### src/rtl/psw_pkg.sv
// psw_pkg: shared definitions for the keypad-side password sender.
//   - verdict codes exchanged with the password checker
//   - sequencer state encoding
//   - keypad code to digit map (code = row*4 + column)
package psw_pkg;

  localparam logic [1:0] PSW_NONE = 2'b00;
  localparam logic [1:0] PSW_FAIL = 2'b01;
  localparam logic [1:0] PSW_PASS = 2'b10;

  // Frame code {no_key, code}; MSB set means zero or several keys pressed.
  localparam logic [4:0] KEY_NONE = 5'b10000;

  typedef enum logic [2:0] {
    ST_IDLE,
    ST_START,
    ST_DIGIT,
    ST_WAIT_RESP,
    ST_RELEASE,
    ST_LOCKED
  } seq_state_e;

  typedef struct packed {
    logic       is_digit;
    logic [3:0] digit;
  } key_digit_t;

  // Layout row-major from row 0: 1 2 3 A / 4 5 6 B / 7 8 9 C / * 0 # D
  function automatic key_digit_t key_to_digit(input logic [3:0] code);
    key_digit_t r;
    r.is_digit = 1'b1;
    r.digit    = '0;
    case (code)
      4'd0:    r.digit = 4'd1;
      4'd1:    r.digit = 4'd2;
      4'd2:    r.digit = 4'd3;
      4'd4:    r.digit = 4'd4;
      4'd5:    r.digit = 4'd5;
      4'd6:    r.digit = 4'd6;
      4'd8:    r.digit = 4'd7;
      4'd9:    r.digit = 4'd8;
      4'd10:   r.digit = 4'd9;
      4'd13:   r.digit = 4'd0;
      default: r.is_digit = 1'b0;
    endcase
    return r;
  endfunction

endpackage

### src/rtl/keypad_scan.sv
// keypad_scan: 4x4 matrix scanner with frame capture and debounce.
//   clk_i, rst_i  : clock, synchronous active-high reset
//   row_n_o[3:0]  : row drive, active low, one row at a time
//   col_n_i[3:0]  : column sense, active low (already synchronised)
//   key_code_o    : accepted key code (row*4 + column)
//   key_valid_o   : one-clock strobe per accepted press
module keypad_scan
  import psw_pkg::*;
#(
  parameter int unsigned SCAN_DIV       = 1000,
  parameter int unsigned DEBOUNCE_SCANS = 4
) (
  input  logic       clk_i,
  input  logic       rst_i,
  output logic [3:0] row_n_o,
  input  logic [3:0] col_n_i,
  output logic [3:0] key_code_o,
  output logic       key_valid_o
);

  localparam int unsigned DIV_W = (SCAN_DIV > 1) ? $clog2(SCAN_DIV) : 1;
  localparam int unsigned DB_W  = $clog2(DEBOUNCE_SCANS + 1);

  logic [DIV_W-1:0] div_q;
  logic [1:0]       row_q;
  logic [3:0]       row_n_q;
  logic [1:0]       cnt_q;      // keys seen so far this frame, saturates at 2
  logic [3:0]       code_q;
  logic [4:0]       frame_q;    // previous complete frame code
  logic [DB_W-1:0]  stable_q;
  logic             armed_q;    // set once "no key" has been debounced
  logic [3:0]       key_code_q;
  logic             key_valid_q;

  logic [2:0]      row_hits;
  logic [1:0]      hit_col;
  logic [3:0]      tot;
  logic [1:0]      cnt_sat;
  logic [3:0]      code_acc;
  logic [4:0]      frame_now;
  logic            sample;
  logic            frame_end;
  logic [DB_W-1:0] stable_nx;
  logic            accept;

  always_comb begin
    row_hits = '0;
    hit_col  = '0;
    for (int unsigned c = 0; c < 4; c++) begin
      if (!col_n_i[c]) begin
        row_hits = row_hits + 3'd1;
        hit_col  = 2'(c);
      end
    end
    // Columns are sampled on the last clock a row is driven.
    sample    = (div_q == DIV_W'(SCAN_DIV - 1));
    frame_end = sample && (row_q == 2'd3);
    tot       = {2'b00, cnt_q} + {1'b0, row_hits};
    cnt_sat   = (tot >= 4'd2) ? 2'd2 : tot[1:0];
    code_acc  = (row_hits != 3'd0) ? {row_q, hit_col} : code_q;
    frame_now = (tot == 4'd1) ? {1'b0, code_acc} : KEY_NONE;
    stable_nx = (frame_now != frame_q) ? DB_W'(1) :
                (stable_q == DB_W'(DEBOUNCE_SCANS)) ? stable_q : stable_q + 1'b1;
    // Fires only on the frame where the run length first reaches the threshold.
    accept    = frame_end && (stable_nx == DB_W'(DEBOUNCE_SCANS)) &&
                !((frame_now == frame_q) && (stable_q == DB_W'(DEBOUNCE_SCANS)));
  end

  always_ff @(posedge clk_i) begin
    if (rst_i) begin
      div_q       <= '0;
      row_q       <= '0;
      row_n_q     <= 4'b1110;
      cnt_q       <= '0;
      code_q      <= '0;
      frame_q     <= KEY_NONE;
      stable_q    <= '0;
      armed_q     <= 1'b0;
      key_code_q  <= '0;
      key_valid_q <= 1'b0;
    end else begin
      key_valid_q <= 1'b0;
      if (sample) begin
        div_q   <= '0;
        row_q   <= row_q + 2'd1;
        row_n_q <= ~(4'b0001 << (row_q + 2'd1));
        if (frame_end) begin
          cnt_q    <= '0;
          code_q   <= '0;
          frame_q  <= frame_now;
          stable_q <= stable_nx;
          if (accept) begin
            if (frame_now[4]) begin
              armed_q <= 1'b1;
            end else if (armed_q) begin
              key_valid_q <= 1'b1;
              key_code_q  <= frame_now[3:0];
              armed_q     <= 1'b0;
            end
          end
        end else begin
          cnt_q  <= cnt_sat;
          code_q <= code_acc;
        end
      end else begin
        div_q <= div_q + 1'b1;
      end
    end
  end

  assign row_n_o     = row_n_q;
  assign key_code_o  = key_code_q;
  assign key_valid_o = key_valid_q;

endmodule

### src/rtl/psw_keypad_tx.sv
// psw_keypad_tx: keypad-side sender for the four-digit password checker.
//   clk, rst          : clock, synchronous active-high reset
//   row_n / col_n     : keypad row drive / column sense, active low
//   psw_result        : checker verdict (00 none, 01 wrong, 10 correct)
//   input_psw, enable : digit and strobe towards the checker
//   digit_count       : digits sent in the current attempt
//   locked            : high during lockout after repeated failures
//   result            : held outcome of the last attempt
module psw_keypad_tx
  import psw_pkg::*;
#(
  parameter int unsigned SCAN_DIV       = 1000,
  parameter int unsigned DEBOUNCE_SCANS = 4,
  parameter int unsigned RESP_WAIT      = 2,
  parameter int unsigned MAX_FAILS      = 3,
  parameter int unsigned LOCK_CYCLES    = 50_000_000
) (
  input  logic       clk,
  input  logic       rst,
  output logic [3:0] row_n,
  input  logic [3:0] col_n,
  input  logic [1:0] psw_result,
  output logic [3:0] input_psw,
  output logic       enable,
  output logic [2:0] digit_count,
  output logic       locked,
  output logic [1:0] result
);

  localparam int unsigned FAIL_W = $clog2(MAX_FAILS + 1);
  localparam int unsigned WAIT_W = $clog2(RESP_WAIT + 1);
  localparam int unsigned LOCK_W = $clog2(LOCK_CYCLES + 1);

  logic [3:0] key_code;
  logic       key_valid;
  key_digit_t kd;

  seq_state_e        state_q;
  logic [1:0]        ph_q;
  logic [3:0]        digit_q;
  logic [3:0]        input_psw_q;
  logic              enable_q;
  logic [2:0]        count_q;
  logic [FAIL_W-1:0] fails_q;
  logic              locked_q;
  logic [1:0]        result_q;
  logic [WAIT_W-1:0] wait_q;
  logic [LOCK_W-1:0] lock_q;

  keypad_scan #(
    .SCAN_DIV       (SCAN_DIV),
    .DEBOUNCE_SCANS (DEBOUNCE_SCANS)
  ) u_scan (
    .clk_i       (clk),
    .rst_i       (rst),
    .row_n_o     (row_n),
    .col_n_i     (col_n),
    .key_code_o  (key_code),
    .key_valid_o (key_valid)
  );

  assign kd = key_to_digit(key_code);

  always_ff @(posedge clk) begin
    if (rst) begin
      state_q     <= ST_IDLE;
      ph_q        <= '0;
      digit_q     <= '0;
      input_psw_q <= '0;
      enable_q    <= 1'b0;
      count_q     <= '0;
      fails_q     <= '0;
      locked_q    <= 1'b0;
      result_q    <= PSW_NONE;
      wait_q      <= '0;
      lock_q      <= '0;
    end else begin
      unique case (state_q)
        ST_IDLE: begin
          if (key_valid && kd.is_digit) begin
            digit_q <= kd.digit;
            ph_q    <= '0;
            if (count_q == 3'd0) begin
              result_q    <= PSW_NONE;
              input_psw_q <= '0;
              state_q     <= ST_START;
            end else begin
              input_psw_q <= kd.digit;
              state_q     <= ST_DIGIT;
            end
          end
        end
        // Arming strobe; phase 2 loads the digit so the zero stays stable
        // through the full strobe window.
        ST_START: begin
          ph_q <= ph_q + 2'd1;
          if (ph_q == 2'd0) begin
            enable_q <= 1'b1;
          end else if (ph_q == 2'd1) begin
            enable_q <= 1'b0;
          end else begin
            input_psw_q <= digit_q;
            ph_q        <= '0;
            state_q     <= ST_DIGIT;
          end
        end
        ST_DIGIT: begin
          if (ph_q == 2'd0) begin
            enable_q <= 1'b1;
            ph_q     <= 2'd1;
          end else begin
            enable_q <= 1'b0;
            count_q  <= count_q + 3'd1;
            wait_q   <= '0;
            state_q  <= ST_WAIT_RESP;
          end
        end
        ST_WAIT_RESP: begin
          if (wait_q == WAIT_W'(RESP_WAIT - 1)) begin
            if (psw_result == PSW_PASS) begin
              result_q    <= PSW_PASS;
              fails_q     <= '0;
              count_q     <= '0;
              input_psw_q <= '0;
              ph_q        <= '0;
              state_q     <= ST_RELEASE;
            end else if (psw_result == PSW_FAIL || count_q == 3'd4) begin
              result_q <= PSW_FAIL;
              count_q  <= '0;
              fails_q  <= fails_q + 1'b1;
              if (fails_q == FAIL_W'(MAX_FAILS - 1)) begin
                locked_q <= 1'b1;
                lock_q   <= '0;
                state_q  <= ST_LOCKED;
              end else begin
                state_q <= ST_IDLE;
              end
            end else begin
              state_q <= ST_IDLE;
            end
          end else begin
            wait_q <= wait_q + 1'b1;
          end
        end
        ST_RELEASE: begin
          if (ph_q == 2'd0) begin
            enable_q <= 1'b1;
            ph_q     <= 2'd1;
          end else begin
            enable_q <= 1'b0;
            state_q  <= ST_IDLE;
          end
        end
        ST_LOCKED: begin
          if (lock_q == LOCK_W'(LOCK_CYCLES - 1)) begin
            locked_q <= 1'b0;
            fails_q  <= '0;
            state_q  <= ST_IDLE;
          end else begin
            lock_q <= lock_q + 1'b1;
          end
        end
        default: state_q <= ST_IDLE;
      endcase
    end
  end

  assign input_psw   = input_psw_q;
  assign enable      = enable_q;
  assign digit_count = count_q;
  assign locked      = locked_q;
  assign result      = result_q;

endmodule
### config.mk
export PLATFORM = sky130hd
export DESIGN_NAME = psw_keypad_tx
export DESIGN_NICKNAME = d
export VERILOG_FILES = /design/src/rtl/psw_pkg.sv /design/src/rtl/keypad_scan.sv /design/src/rtl/psw_keypad_tx.sv
export SDC_FILE = /design/constraint.sdc
export NUM_CORES = 1
export LEC_CHECK = 0
export ABC_AREA = 1
export ABC_CLOCK_PERIOD_IN_PS = 3800
export CAP_MARGIN = 30
export CORE_MARGIN = 3
export CORE_UTILIZATION = 40
export CTS_CLUSTER_SIZE = 12
export DETAILED_ROUTE_END_ITERATION = 10
export GPL_TIMING_DRIVEN = 0
export SLEW_MARGIN = 20
export SYNTH_ARGS = -nofsm -noshare
export SYNTH_HDL_FRONTEND = slang
export SYNTH_HIERARCHICAL = 1
export SYNTH_SLANG_ARGS = --single-unit
### constraint.sdc
create_clock -name clk -period 3.8 [get_ports clk]
set_input_delay 0.95 -clock clk [delete_from_list [all_inputs] [get_ports clk]]
set_output_delay 0.95 -clock clk [all_outputs]
set_load 0.05 [all_outputs]
==> results of run 1 <==
[critical path, cell delays in order]
cell and delay (ps):
buf_8 80, inv_4 30, ha_4 270, inv_2 40
nand2_2 50, nand2_1 50, ha_1 260, or2_4 240
nand2_4 70, inv_4 50, fa_2 430, inv_2 90
nand3_4 70, nor2_4 140, buf_6 160, nand2_4 50
nand2_2 60, nand2_2 60, nor2_4 150, inv_2 60
nor2_4 140, nand2_2 90, nor2_4 150, nand3_2 80
nand2_1 60, nor2_1 50
[power breakdown]
part | internal [mW] | switching (mW)
Combinational | 0.166 | 0.322
Sequential | 0.938 | 0.0279
Clock | 0.525 | 0.384
[flip-flops by register name, summed over array words and instances, names as in the netlist, 3 cells and up]
name / cells
digit_count: 3
digit_q: 4
input_psw: 4
lock_q: 26
state_q: 3
u_scan/code_q: 4
u_scan/div_q: 10
u_scan/frame_q: 5
u_scan/key_code_o: 4
u_scan/row_n_o: 4
u_scan/stable_q: 3
[area by class of cell]
cell class | count | area [um^2]
plain buffers | 17 | 97.6
clock buffers | 10 | 239
clock inverters | 5 | 60.1
fillers | 1348 | 6560
inverters | 109 | 418
multi-input cells | 608 | 3150
flip-flops and latches | 86 | 1720
well taps | 172 | 215
repair buffers | 33 | 308
[repair_timing]
item / CTS / global route
setup endpoints to repair: 9 / 8
setup buffers: 4 / 8
gates cloned: 1 / 0
pin swaps: 9 / 16
resized for setup: 10 / 25
[metrics by stage]
stage	std cells	worst slack (ps)
after global routing	1040	-43.8
after detailed placement	1013	-801
after floorplan	820	13.8
after CTS	1033	4.56
after global placement	1013	-787
final	1040	123
[final timing paths]
kind,from,endpoint,slack [ps],depth (start not counted)
max,col_n[1],u_scan/key_code_o[2]$_SDFFE_PP0P_,120,26
min,input_psw[0]$_SDFFE_PP0P_,input_psw[0]$_SDFFE_PP0P_,440,2
max reg2reg,u_scan/cnt_q[0]$_SDFFE_PP0N_,u_scan/key_code_o[2]$_SDFFE_PP0P_,1310,17
min reg2reg,input_psw[0]$_SDFFE_PP0P_,input_psw[0]$_SDFFE_PP0P_,440,2
[synthesized netlist by cell type (all sizes together) (2+ instances only)]
library cell	n
a21oi	51
a22oi	2
a32o	5
buf	6
clkbuf	11
dfxtp	86
ha	17
inv	108
nand2	238
nand3	66
nand3b	5
nand4	16
nor2	139
nor3	5
nor3b	2
nor4	2
o211ai	2
o21ai	37
o21bai	2
or2	4
xnor2	3
xor2	5
[kinds of logic after synthesis]
logic type               share of synthesized area
XOR/XNOR                                    0.0132
buffers and inverters                       0.0960
flip-flops                                   0.325
adder cells (fa/ha/maj)                     0.0440
AND/OR/NAND/NOR                              0.406
AO/OA/AOI/OAI                                0.115
[routing by layer]
layer	vias to the layer above	wire length (um)	track usage
met2	56	5470	0.290
met4	0	208	0.0680
met1	2261	6380	0.235
li1	2714	-	-
met5	-	0	0
met3	14	350	0.0256
==> results.py, run 1 <==
metrics = {
    "run_status": {
        "status": "finished, final reports clean",
    },
    "routing": {
        "viasPerCell": 4.85,
        "first_pass_iters": 6,
        "wl_per_cell_um": 11.9,
        "vias": 5045,
        "drtIter0Drc": 259,
        "drcViolationCount": 0,
        "wirelength_um": 12400,
        "ant_nets": 0,
    },
    "worst_setup_path": {
        "startpoint_type": "input port",
        "cp_max_fo": 5,
        "arrival_ps": 3920,
        "critical_path_class": "in2reg",
        "critPathCaptureType": "flop",
        "worstPathRequired_ps": 4050,
    },
    "logic_synthesis": {
        "ys_warn_count": 6,
        "synth_seq_cells": 86,
        "synth_fp_nets": 846,
        "synth_async_sr_flop_share": 0,
        "synth_top_flop_cell": "dfxtp_1",
        "yosys-top-cells-area": "dfxtp_1, nand2_1, nor2_1",
        "synth_cell_types": 43,
        "synth.largest_area_cell": "dfxtp_1",
        "ys_seq_area_frac": 0.325,
        "synth_cells": 820,
        "netlist_area_mm2": 0.00529,
        "yosysTopAreaCellShare": 0.325,
        "syn_area_per_cell_um2": 6.45,
        "synth-edff-count": 0,
    },
    "sta": {
        "rsz0062_at_grt": "yes",
        "setup_viol": 0,
        "slew_violations": 0,
        "hold_viol": 0,
        "period_needed_ps": 3680,
        "fin_hold_ws_ps": 444,
        "finalSetupTns_ps": 0,
        "max_slew_margin": 0.529,
        "worstMarginPinSlew_ps": 707,
        "fin_crit_sh": 0.968,
        "fmax_mhz": 272,
        "fin_skew_ps": 6.90,
    },
    "hold_path": {
        "holdCritPathClass": "reg2reg",
    },
    "grt": {
        "grtUsageTotal": 0.177,
        "overflow": 0,
        "grt_max_degree": 15,
        "grt_pass1_vias": 4597,
        "grt_pass1_wl_um": 21100,
        "antenna_found_initial": 0,
    },
    "cells_and_area": {
        "layout_commonest_cell": "nand2_1",
        "finalNetCount": 890,
        "final_cell_area_mm2": 0.00621,
        "areaGrowthSynthToFinish_pct": 17.3,
        "antennaDiodeCount": 0,
        "layout-drive-gt1-share": 0.138,
        "fin_util": 0.486,
        "final_cell_mix": "nand2_1, nor2_1, inv_1",
    },
    "flow_run": {
        "cap_viol_max_count": 0,
    },
    "placed_design": {
        "io_buffers": 21,
        "hpwl_um": 9020,
        "place_area_mm2": 0.00574,
        "gp_congestion": 0.870,
    },
    "clocking": {
        "cts.path.max_buffers": 2,
        "h-tree-depth": 3,
        "cts_tree": "yes",
        "cts_buffers": 9,
        "cts.sinks": 86,
        "clk_pin_slew_ps": 70,
        "hold_buffers": 0,
        "insertion_delay_ps": 350,
        "cts-root-buf": "clkbuf_16",
    },
    "pwr": {
        "power_leakage_nw": 2.52,
        "powerDensity_mw_per_mm2": 380,
        "power_mw": 2.36,
        "ir_worst_vdd_v": 0.000186,
    },
    "floorplan": {
        "core-area_mm2": 0.0128,
        "die_h_um": 121,
        "die_area_mm2": 0.0146,
        "start_util": 0.414,
        "chipWidth_um": 121,
        "io_pins": 23,
        "rows": 41,
    },
}
Note: power is estimated with default switching activity, not from simulation.
==> inputs of run 2 (changes only) <==
==> constraint.sdc (replaced) <==
create_clock -name clk -period 3.8 [get_ports clk]
set_input_delay 0.57 -clock clk [delete_from_list [all_inputs] [get_ports clk]]
set_output_delay 0.57 -clock clk [all_outputs]
set_load 0.05 [all_outputs]
==> results.py, run 2 (same netlist as run 1, synthesis figures left out) <==
metrics = {
    "run_status": {
        "status": "finished, final reports clean",
    },
    "floorplan": {
        "die_h_um": 121,
        "core-area_mm2": 0.0128,
        "chipWidth_um": 121,
        "die_area_mm2": 0.0146,
        "start_util": 0.414,
        "io_pins": 23,
        "rows": 41,
    },
    "clocking": {
        "cts.path.max_buffers": 2,
        "clk_pin_slew_ps": 60,
        "cts_buffers": 9,
        "cts.sinks": 86,
        "cts-root-buf": "clkbuf_16",
        "hold_buffers": 0,
        "insertion_delay_ps": 350,
        "h-tree-depth": 3,
        "cts_tree": "yes",
    },
    "cells_and_area": {
        "layout_commonest_cell": "nand2_1",
        "finalNetCount": 882,
        "largest_reg_flops": 26,
        "reg_top3": "lock_q (26), u_scan/div_q (10), u_scan/frame_q (5)",
        "antennaDiodeCount": 0,
        "layout-drive-gt1-share": 0.115,
        "final_cell_mix": "nand2_1, nor2_1, inv_1",
        "regMostFlops": "lock_q",
        "fin_util": 0.475,
        "areaGrowthSynthToFinish_pct": 14.8,
    },
    "placed_design": {
        "gp_congestion": 0.888,
        "io_buffers": 21,
        "hpwl_um": 8990,
    },
    "pwr": {
        "powerDensity_mw_per_mm2": 377,
        "ir_worst_vdd_v": 0.000197,
        "power_leakage_nw": 2.44,
        "power_mw": 2.29,
    },
    "worst_setup_path": {
        "worstPathRequired_ps": 4040,
        "cp_max_fo": 5,
        "reg2reg_depth": 15,
        "critical_path_class": "in2reg",
        "startpoint_type": "input port",
        "critPathCaptureType": "flop",
        "arrival_ps": 3800,
        "crit_path_start": "col_n[1]",
        "r2r-start": "u_scan/cnt_q[0]$_SDFFE_PP0N_",
    },
    "routing": {
        "first_pass_iters": 4,
        "drcViolationCount": 0,
        "dr_wl_met3_um": 401,
        "topRoutingLayerUsed": "met4",
        "wl_per_cell_um": 11.8,
        "wl_met1_um": 6100,
        "vias": 5000,
        "ant_nets": 0,
        "wirelength_um": 12200,
        "viasPerCell": 4.84,
        "met2_length_um": 5490,
        "drtIter0Drc": 267,
    },
    "sta": {
        "rsz0062_at_grt": "no",
        "fin_skew_ps": 9.09,
        "fmax_mhz": 281,
        "max_slew_margin": 0.538,
        "fin_hold_ws_ps": 443,
        "hold_viol": 0,
        "slew_violations": 0,
        "fin_crit_sh": 0.936,
        "period_needed_ps": 3560,
        "worstMarginPinSlew_ps": 693,
        "setup_viol": 0,
    },
    "grt": {
        "overflow": 0,
        "grt_max_degree": 13,
        "antenna_found_initial": 0,
        "grt_pass1_wl_um": 20800,
        "grtUsageTotal": 0.173,
        "grt_pass1_vias": 4546,
    },
    "flow_run": {
        "cap_viol_max_count": 0,
    },
    "hold_path": {
        "min_path_cells": 2,
        "hold_start": "input_psw[0]$_SDFFE_PP0P_",
        "holdCritPathClass": "reg2reg",
    },
}
run 2: cell count changes in the layout (fill, tap and decap cells not counted), moves of 3 or more:
cell / change
buf_4: -9
clkbuf_8: +3
inv_4: -3
nand3_1: +3
nand3_2: -3
run 2: where the power goes:
part           total [mW]  internal [mW]  leakage (nW)  switching (mW)
clock network       0.855          0.512         0.142           0.343
logic               0.467          0.152          1.60           0.315
registers           0.966          0.938         0.694          0.0276
total                2.29           1.60          2.44           0.686
run 2: timing repair:
item	CTS	global route
resized for setup	9	5
gates cloned	1	0
setup endpoints to repair	9	5
setup buffers	3	0
pin swaps	7	7
run 2: path summary, 6_finish.rpt:
check	end	slack (ps)
worst max-delay path	u_scan/key_code_o[3]$_SDFFE_PP0P_	240
worst min-delay path	input_psw[0]$_SDFFE_PP0P_	440
worst max register to register	u_scan/key_code_o[3]$_SDFFE_PP0P_	1320
worst min register to register	input_psw[0]$_SDFFE_PP0P_	440
run 2: per-stage QoR:
stage          instance area [um^2]  instances  setup slack [ps]  TNS (ps)
2_1_floorplan                  5290        820               159         0
3_3_place_gp                   5720       1013              -646     -4760
3_5_place_dp                   5720       1013              -665     -5010
4_1_cts                        6060       1032               172         0
5_1_grt                        6070       1032              2.20         0
6_report                       6070       1032               241         0
run 2: final cells by class:
cell class | instances | area [um^2]
multi-input combinational | 608 | 3100
clock buffer | 15 | 288
fill | 1302 | 6700
tap | 172 | 215
inverter | 109 | 410
sequential | 86 | 1720
buffer | 17 | 97.6
timing repair buffer | 25 | 238
run 2: routing by layer:
metal | track usage | vias to the layer above
li1 | - | 2690
met1 | 0.232 | 2226
met2 | 0.275 | 69
met3 | 0.0420 | 15
met4 | 0.0503 | 0
met5 | 0 | -
run 2: critical path, stage by stage:
cell	delay [ps]
dlygate4sd2_1	230
inv_1	80
ha_4	270
inv_1	40
nand2_1	70
nand2_1	60
ha_1	280
or2_4	260
nand2_4	60
inv_2	50
fa_2	430
inv_2	90
nand3_4	90
nor2_4	120
buf_6	140
nand2_2	80
nand2_1	60
nand3_1	80
nor2_2	170
nand4_1	180
nor2_4	170
nand3_1	90
nand2_1	70
nor2_1	40
==> inputs of run 3 (changes only) <==
--- a/config.mk
+++ b/config.mk
@@ -10,7 +10,7 @@
 export CAP_MARGIN = 30
 export CORE_MARGIN = 3
 export CORE_UTILIZATION = 40
-export CTS_CLUSTER_SIZE = 12
+export CTS_CLUSTER_SIZE = 20
 export DETAILED_ROUTE_END_ITERATION = 10
 export GPL_TIMING_DRIVEN = 0
 export SLEW_MARGIN = 20
==> results of run 3 <==
Final layout, timing and power as in run 2 (identical DEF).
